**src/rtl/cast_flit_sender.sv**
```systemverilog
// ---------------------------------------------------------------------------
// cast_flit_sender
//
// Packetiser in front of a router input port. Each packet starts with a head
// flit that carries STREAM_ID and no payload. It is followed by PKT_LEN-1
// payload flits: body flits, and the last one is typed tail. Flits leave
// through a single output register with a valid/ready handshake.
//
// Optional feature (macro CAST_SENDER_CREDIT_EN):
//   Defined    : a 32-bit credit counter tracks free downstream buffer slots.
//                A flit is loaded only while a credit is available.
//                credit_ret gives a credit back, saturating at CREDIT_INIT.
//   Undefined  : credit_ret is ignored. Flow control is valid/ready only.
//
// Parameters
//   STREAM_ID   : stream id placed in every head flit
//   PKT_LEN     : flits per packet including the head (2..1024)
//   CREDIT_INIT : downstream buffer depth in flits
//
// Ports
//   clk        : clock, rising edge
//   rstn       : asynchronous active-low reset
//   valid_i    : a payload word is offered
//   data_i     : payload word, `DW-2 bits
//   ready_o    : the payload word is accepted this cycle
//   valid_o    : a flit is offered to the router
//   data_o     : the flit, `DW bits. The type sits in the top two bits.
//   ready_i    : the router accepts the flit
//   credit_ret : one-cycle pulse, one downstream slot freed
//   busy       : a packet is in progress or a flit is still unsent
// ---------------------------------------------------------------------------
`ifndef DW
`define DW 32
`endif
`ifndef STREAM_ID_L
`define STREAM_ID_L 0
`endif
`ifndef STREAM_ID_H
`define STREAM_ID_H 7
`endif
`ifndef CAST_ROUTER_BUFFER_DEPTH_LOG
`define CAST_ROUTER_BUFFER_DEPTH_LOG 2
`endif

module cast_flit_sender #(
    parameter int STREAM_ID   = 0,
    parameter int PKT_LEN     = 16,
    parameter int CREDIT_INIT = 2**`CAST_ROUTER_BUFFER_DEPTH_LOG
) (
    input  logic            clk,
    input  logic            rstn,
    input  logic            valid_i,
    input  logic [`DW-3:0]  data_i,
    output logic            ready_o,
    output logic            valid_o,
    output logic [`DW-1:0]  data_o,
    input  logic            ready_i,
    input  logic            credit_ret,
    output logic            busy
);

    localparam logic [1:0] FT_HEAD  = 2'b00;
    localparam logic [1:0] FT_BODY  = 2'b01;
    localparam logic [1:0] FT_TAIL  = 2'b10;
    localparam int         SID_W    = `STREAM_ID_H - `STREAM_ID_L + 1;
    localparam logic [9:0] LAST_IDX = 10'(PKT_LEN - 1);

    typedef enum logic [1:0] {
        IDLE    = 2'd0,
        HEAD    = 2'd1,
        PAYLOAD = 2'd2
    } state_t;

    state_t         state_reg;
    logic           valid_reg;
    logic [`DW-1:0] data_reg;
    logic [9:0]     flit_cnt_reg;
    logic           tail_loaded_reg;

    logic           credit_ok;
    logic           slot_free;
    logic           fire;
    logic           is_last;
    logic           head_load;
    logic           pay_load;
    logic           load;
    logic [`DW-1:0] head_flit;

    // The head flit has type 00 and the stream id. All other bits are zero.
    always_comb begin
        head_flit = '0;
        head_flit[`DW-1:`DW-2] = FT_HEAD;
        head_flit[`STREAM_ID_H:`STREAM_ID_L] = SID_W'(STREAM_ID);
    end

    assign fire      = valid_reg & ready_i;
    // The output register can take a new flit when it is empty, or when its
    // current flit leaves on this same edge.
    assign slot_free = ~valid_reg | ready_i;
    // flit_cnt_reg holds the number of flits already loaded. The next payload
    // flit is the tail when the count is PKT_LEN-1.
    assign is_last   = (flit_cnt_reg == LAST_IDX);

    // The head is loaded once per packet: flit_cnt_reg is zero only before it.
    assign head_load = (state_reg == HEAD) & (flit_cnt_reg == 10'd0)
                       & slot_free & credit_ok;
    // ready_o is combinational in ready_i. This lets a word be accepted
    // while the previous flit leaves, which gives 1 flit/cycle.
    assign ready_o   = (state_reg == PAYLOAD) & ~tail_loaded_reg
                       & slot_free & credit_ok;
    assign pay_load  = valid_i & ready_o;
    assign load      = head_load | pay_load;

    assign valid_o   = valid_reg;
    assign data_o    = data_reg;
    assign busy      = (state_reg != IDLE) | valid_reg;

    always_ff @(posedge clk or negedge rstn) begin
        if (!rstn) begin
            state_reg       <= IDLE;
            valid_reg       <= 1'b0;
            data_reg        <= '0;
            flit_cnt_reg    <= 10'd0;
            tail_loaded_reg <= 1'b0;
        end else begin
            if (load) begin
                valid_reg <= 1'b1;
                data_reg  <= head_load ? head_flit
                                       : {(is_last ? FT_TAIL : FT_BODY), data_i};
            end else if (fire) begin
                valid_reg <= 1'b0;
            end

            // The counter clears when the tail is loaded, so it never has to
            // hold PKT_LEN. PKT_LEN=1024 would not fit in 10 bits.
            if (head_load) begin
                flit_cnt_reg <= 10'd1;
            end else if (pay_load) begin
                flit_cnt_reg <= is_last ? 10'd0 : flit_cnt_reg + 10'd1;
            end

            if (pay_load && is_last) begin
                tail_loaded_reg <= 1'b1;
            end

            case (state_reg)
                IDLE: begin
                    if (valid_i) begin
                        state_reg <= HEAD;
                    end
                end
                HEAD: begin
                    // In HEAD the output register can only hold the head flit.
                    if (fire) begin
                        state_reg <= PAYLOAD;
                    end
                end
                PAYLOAD: begin
                    // After the tail is loaded nothing else is loaded. So the
                    // flit that fires next is the tail. If data is already
                    // waiting, go straight to HEAD so busy stays high between
                    // back-to-back packets.
                    if (fire && tail_loaded_reg) begin
                        tail_loaded_reg <= 1'b0;
                        state_reg       <= valid_i ? HEAD : IDLE;
                    end
                end
                default: begin
                    state_reg <= IDLE;
                end
            endcase
        end
    end

`ifdef CAST_SENDER_CREDIT_EN
    logic [31:0] credit_cnt_reg;

    assign credit_ok = (credit_cnt_reg != 32'd0);

    // A load uses one credit and a return gives one back. When both happen
    // together they cancel. A return that would go above the buffer depth is
    // dropped.
    always_ff @(posedge clk or negedge rstn) begin
        if (!rstn) begin
            credit_cnt_reg <= 32'(CREDIT_INIT);
        end else if (load && !credit_ret) begin
            credit_cnt_reg <= credit_cnt_reg - 32'd1;
        end else if (!load && credit_ret && (credit_cnt_reg < 32'(CREDIT_INIT))) begin
            credit_cnt_reg <= credit_cnt_reg + 32'd1;
        end
    end
`else
    logic unused_credit;

    assign credit_ok     = 1'b1;
    assign unused_credit = credit_ret | (CREDIT_INIT == 0);
`endif

endmodule
```
**config.mk**
```make
export PLATFORM = sky130hd
export DESIGN_NAME = cast_flit_sender
export DESIGN_NICKNAME = d
export VERILOG_FILES = /design/src/rtl/cast_flit_sender.sv
export SDC_FILE = /design/constraint.sdc
export NUM_CORES = 1
export LEC_CHECK = 0
export CORE_AREA = 2 2 71 73
export CTS_CLUSTER_DIAMETER = 60
export CTS_CLUSTER_SIZE = 10
export DETAILED_ROUTE_END_ITERATION = 6
export DIE_AREA = 0 0 73 75
export GPL_TIMING_DRIVEN = 0
export PLACE_DENSITY_LB_ADDON = 0.05
export SETUP_SLACK_MARGIN = 0.3
export SLEW_MARGIN = 20
export SYNTH_ARGS = -nofsm -noshare
export SYNTH_HDL_FRONTEND = slang
export SYNTH_SLANG_ARGS = --single-unit
```
**constraint.sdc**
```tcl
create_clock -name clk -period 2 [get_ports clk]
set_clock_uncertainty 0.2 [all_clocks]
set_input_delay 0.4 -clock clk [delete_from_list [all_inputs] [get_ports clk]]
set_output_delay 0.4 -clock clk [all_outputs]
set_load 0.03 [all_outputs]
```
==> qor.yml <==
run_status:
  status: "finished, final reports clean"
yosys:
  yosysTopAreaCell: "dfrtp_1"
  synthFlopType: "dfrtp_1"
  avgSynthCellArea_um2: 12.46
  synth_area_um2: 1982
  synthArstFlopShare_pct: 100.0
  synthesis.nets: 196
  synth_top_area_share_pct: 58.08
  seq_area_frac_synth_pct: 58.08
  synth.distinct_cells: 35
  synth_edf_count: 0
  synth_seq_cells: 46
  synth_area_leaders: "dfrtp_1 (58%), a22o_1 (14%), buf_6 (3.4%)"
  synth_warnings: 0
  synthCells: 159
final_layout:
  final_area_um2: 3372
  finalNetCount: 307
  utilization_pct: 72.35
  area_delta_synth_final_pct: 70.14
  largest_reg_flops: 32
  multi_input_area_um2: 863.3
  register_area_um2: 1157
  drive_gt1_share_pct: 30.74
  n_antenna_cell: 0
  fill_cells: 322
power:
  p_comb_share_pct: 50.2
  finalPower_mw: 3.723
  pwr-share-clk_pct: 14.3
  switching_share_pct: 37.66
  p_seq_share_pct: 35.5
  leakage_nw: 1.609
  ir_worst_vdd_v: 0.0005696
  p_switching_mw: 1.402
  p_per_area_nw_per_um2: 1104
  p_int_mw: 2.321
timing:
  fin_ws_ns: 0.01448
  slew_viol_final: 0
  hold_viol: 0
  hold_ws_ns: 0.2954
  post-route-period-util_pct: 99.28
  period_needed_ns: 1.986
  fmax_ghz: 0.5036
  worst_pin_slew_ns: 0.4278
  rsz0062_at_grt: "yes"
  slew-limit-headroom_pct: 71.48
  finalSetupViolCount: 0
hold_path:
  hp-class: "reg2reg"
placed_design:
  pre_cts_ws_ns: -0.6528
  globalplace.congestion: 0.8201
  dp_hpwl_mm: 3.391
  portBuffers: 68
  placed_area_um2: 2755
die:
  die_area_um2: 5475
  die_h_um: 75
  die_w_um: 73
  ios: 70
  core-area_um2: 4661
  start_util_pct: 42.52
  fp-row-count: 25
global_route:
  grt_usage_pct: 21.56
  antenna_found_initial: 0
  busiest_layer: "met2"
  grt_pass1_wl_mm: 8.894
  grt_max_degree: 30
  grt_remaining_overflow: 0
  met3_usage_pct: 5.221
  gr-usage-met2_pct: 34.63
  gr-usage-met1_pct: 27.66
  grt_pass1_vias: 1813
setup_path:
  cp-end-kind: "flop"
  startpoint_type: "flop"
  cp.arrival_ns: 1.98
  critPathMaxFanout: 5
  critical_path_class: "reg2reg"
  crit_required_ns: 1.99
job:
  maxCapViolCount: 0
route:
  viasPerCell: 5.586
  drtIter0Drc: 83
  firstDrtPassIters: 4
  num_vias: 1810
  drc_errors: 0
  ant_nets: 0
  routed_wl_mm: 5.775
  wire_per_inst_um: 17.82
cts:
  clk_pin_slew_ns: 0.08
  cts_inserted_buffers: 5
  clk_path_buf_depth: 2
  cts_tree: "yes"
  cts_root_buf: "clkbuf_8"
  htreeDepth: 2
  clk_latency_ns: 0.29
  cts.sinks: 46
[Yosys cell counts (2+ instances only)]
cell type  count
inv_1          4
nand2_1       11
buf_6          6
xor2_1         2
nand3_1        5
nand2b_1       3
nor2_1         2
nor4b_1        3
nand4_1        5
and2_1         2
a22o_1        31
dfrtp_1       46
nor3b_1        2
and4_1         2
and3_1         4
o21ai_0        6
a21oi_1        4
ha_1           2
o31ai_1        2
buf_4          2
[critical path: stages (launching register included)]
cell       delay (ns)
dfrtp_2          0.46
nor3b_4          0.17
buf_4            0.14
and3_4           0.17
buf_6            0.13
buf_12           0.12
buf_8            0.13
clkbuf_16        0.14
a22o_1           0.22
[metrics by stage]
step | cells | setup TNS [ns]
floorplan | 159 | 0
global placement | 281 | -54.00
detailed placement | 282 | -15.33
CTS | 319 | 0
global route | 324 | -1.195
finish | 324 | 0
[power groups by stage]
stage          registers, mW  clock network [mW]  logic, mW
3_3_place_gp            1.33                   0       1.47
6_report                1.32               0.533       1.87
3_5_place_dp            1.34                   0       1.50
5_1_grt                 1.35               0.588       1.98
2_1_floorplan           1.70                   0      0.494
4_1_cts                 1.31               0.549       1.74
[worst paths after layout]
path	from	slack [ns]	endpoint	cells past startpoint
max in group asynchronous	rstn	0.71	flit_cnt_reg[8]$_DFFE_PN0P_	3
min	data_o[25]$_DFFE_PN0P_	0.30	data_o[25]$_DFFE_PN0P_	1
max reg2reg	state_reg[1]$_DFFE_PN0P_	0.01	data_o[14]$_DFFE_PN0P_	8
max	state_reg[1]$_DFFE_PN0P_	0.01	data_o[14]$_DFFE_PN0P_	8
min reg2reg	data_o[25]$_DFFE_PN0P_	0.30	data_o[25]$_DFFE_PN0P_	1
min in group asynchronous	rstn	0.39	data_o[31]$_DFFE_PN0P_	2
[layout by cell type, fill, tap and decap left out, types with 3 or more instances in the layout]
master	n
o21ai_0	3
clkdlybuf4s50_1	31
dfrtp_2	5
buf_4	17
inv_1	4
buf_6	14
buf_12	5
a22o_1	31
clkbuf_8	5
nand2_1	9
dfrtp_1	41
nand4_1	5
buf_8	8
clkdlybuf4s15_1	15
a21oi_1	4
dlygate4sd2_1	16
[kinds of logic after synthesis]
logic type | share of synthesized area (%)
flip-flops | 58.08
AO/OA/AOI/OAI | 19.89
buffers and inverters | 5.365
AND/OR/NAND/NOR | 14.08
XOR/XNOR | 1.326
adder cells (fa/ha/maj) | 1.262
[metal layers]
layer	up-vias	part of all wire, %
li1	828	-
met1	897	42
met2	69	50
met3	16	5.8
met4	0	2.8
met5	-	0
[layout make-up]
type                       count  area share, %
timing repair buffer         103          31.13
clock buffer                   6          2.152
clock inverter                 1         0.2226
inverter                       4         0.4453
tap                           54          2.004
multi-input combinational    100          25.60
buffer                        10          4.119
sequential                    46          34.32
[what timing repair did]
| item | 4_1_cts | 5_1_grt |
|---|---|---|
| hold endpoints to repair | 17 | 0 |
| hold buffers | 1 | 0 |
| gates cloned | 5 | 1 |
| resized for setup | 92 | 38 |
| buffers inserted | 24 | 4 |
| endpoints found under the setup margin | 79 | 63 |
| pin swaps | 17 | 15 |
Note: power is estimated with default switching activity, not from simulation.
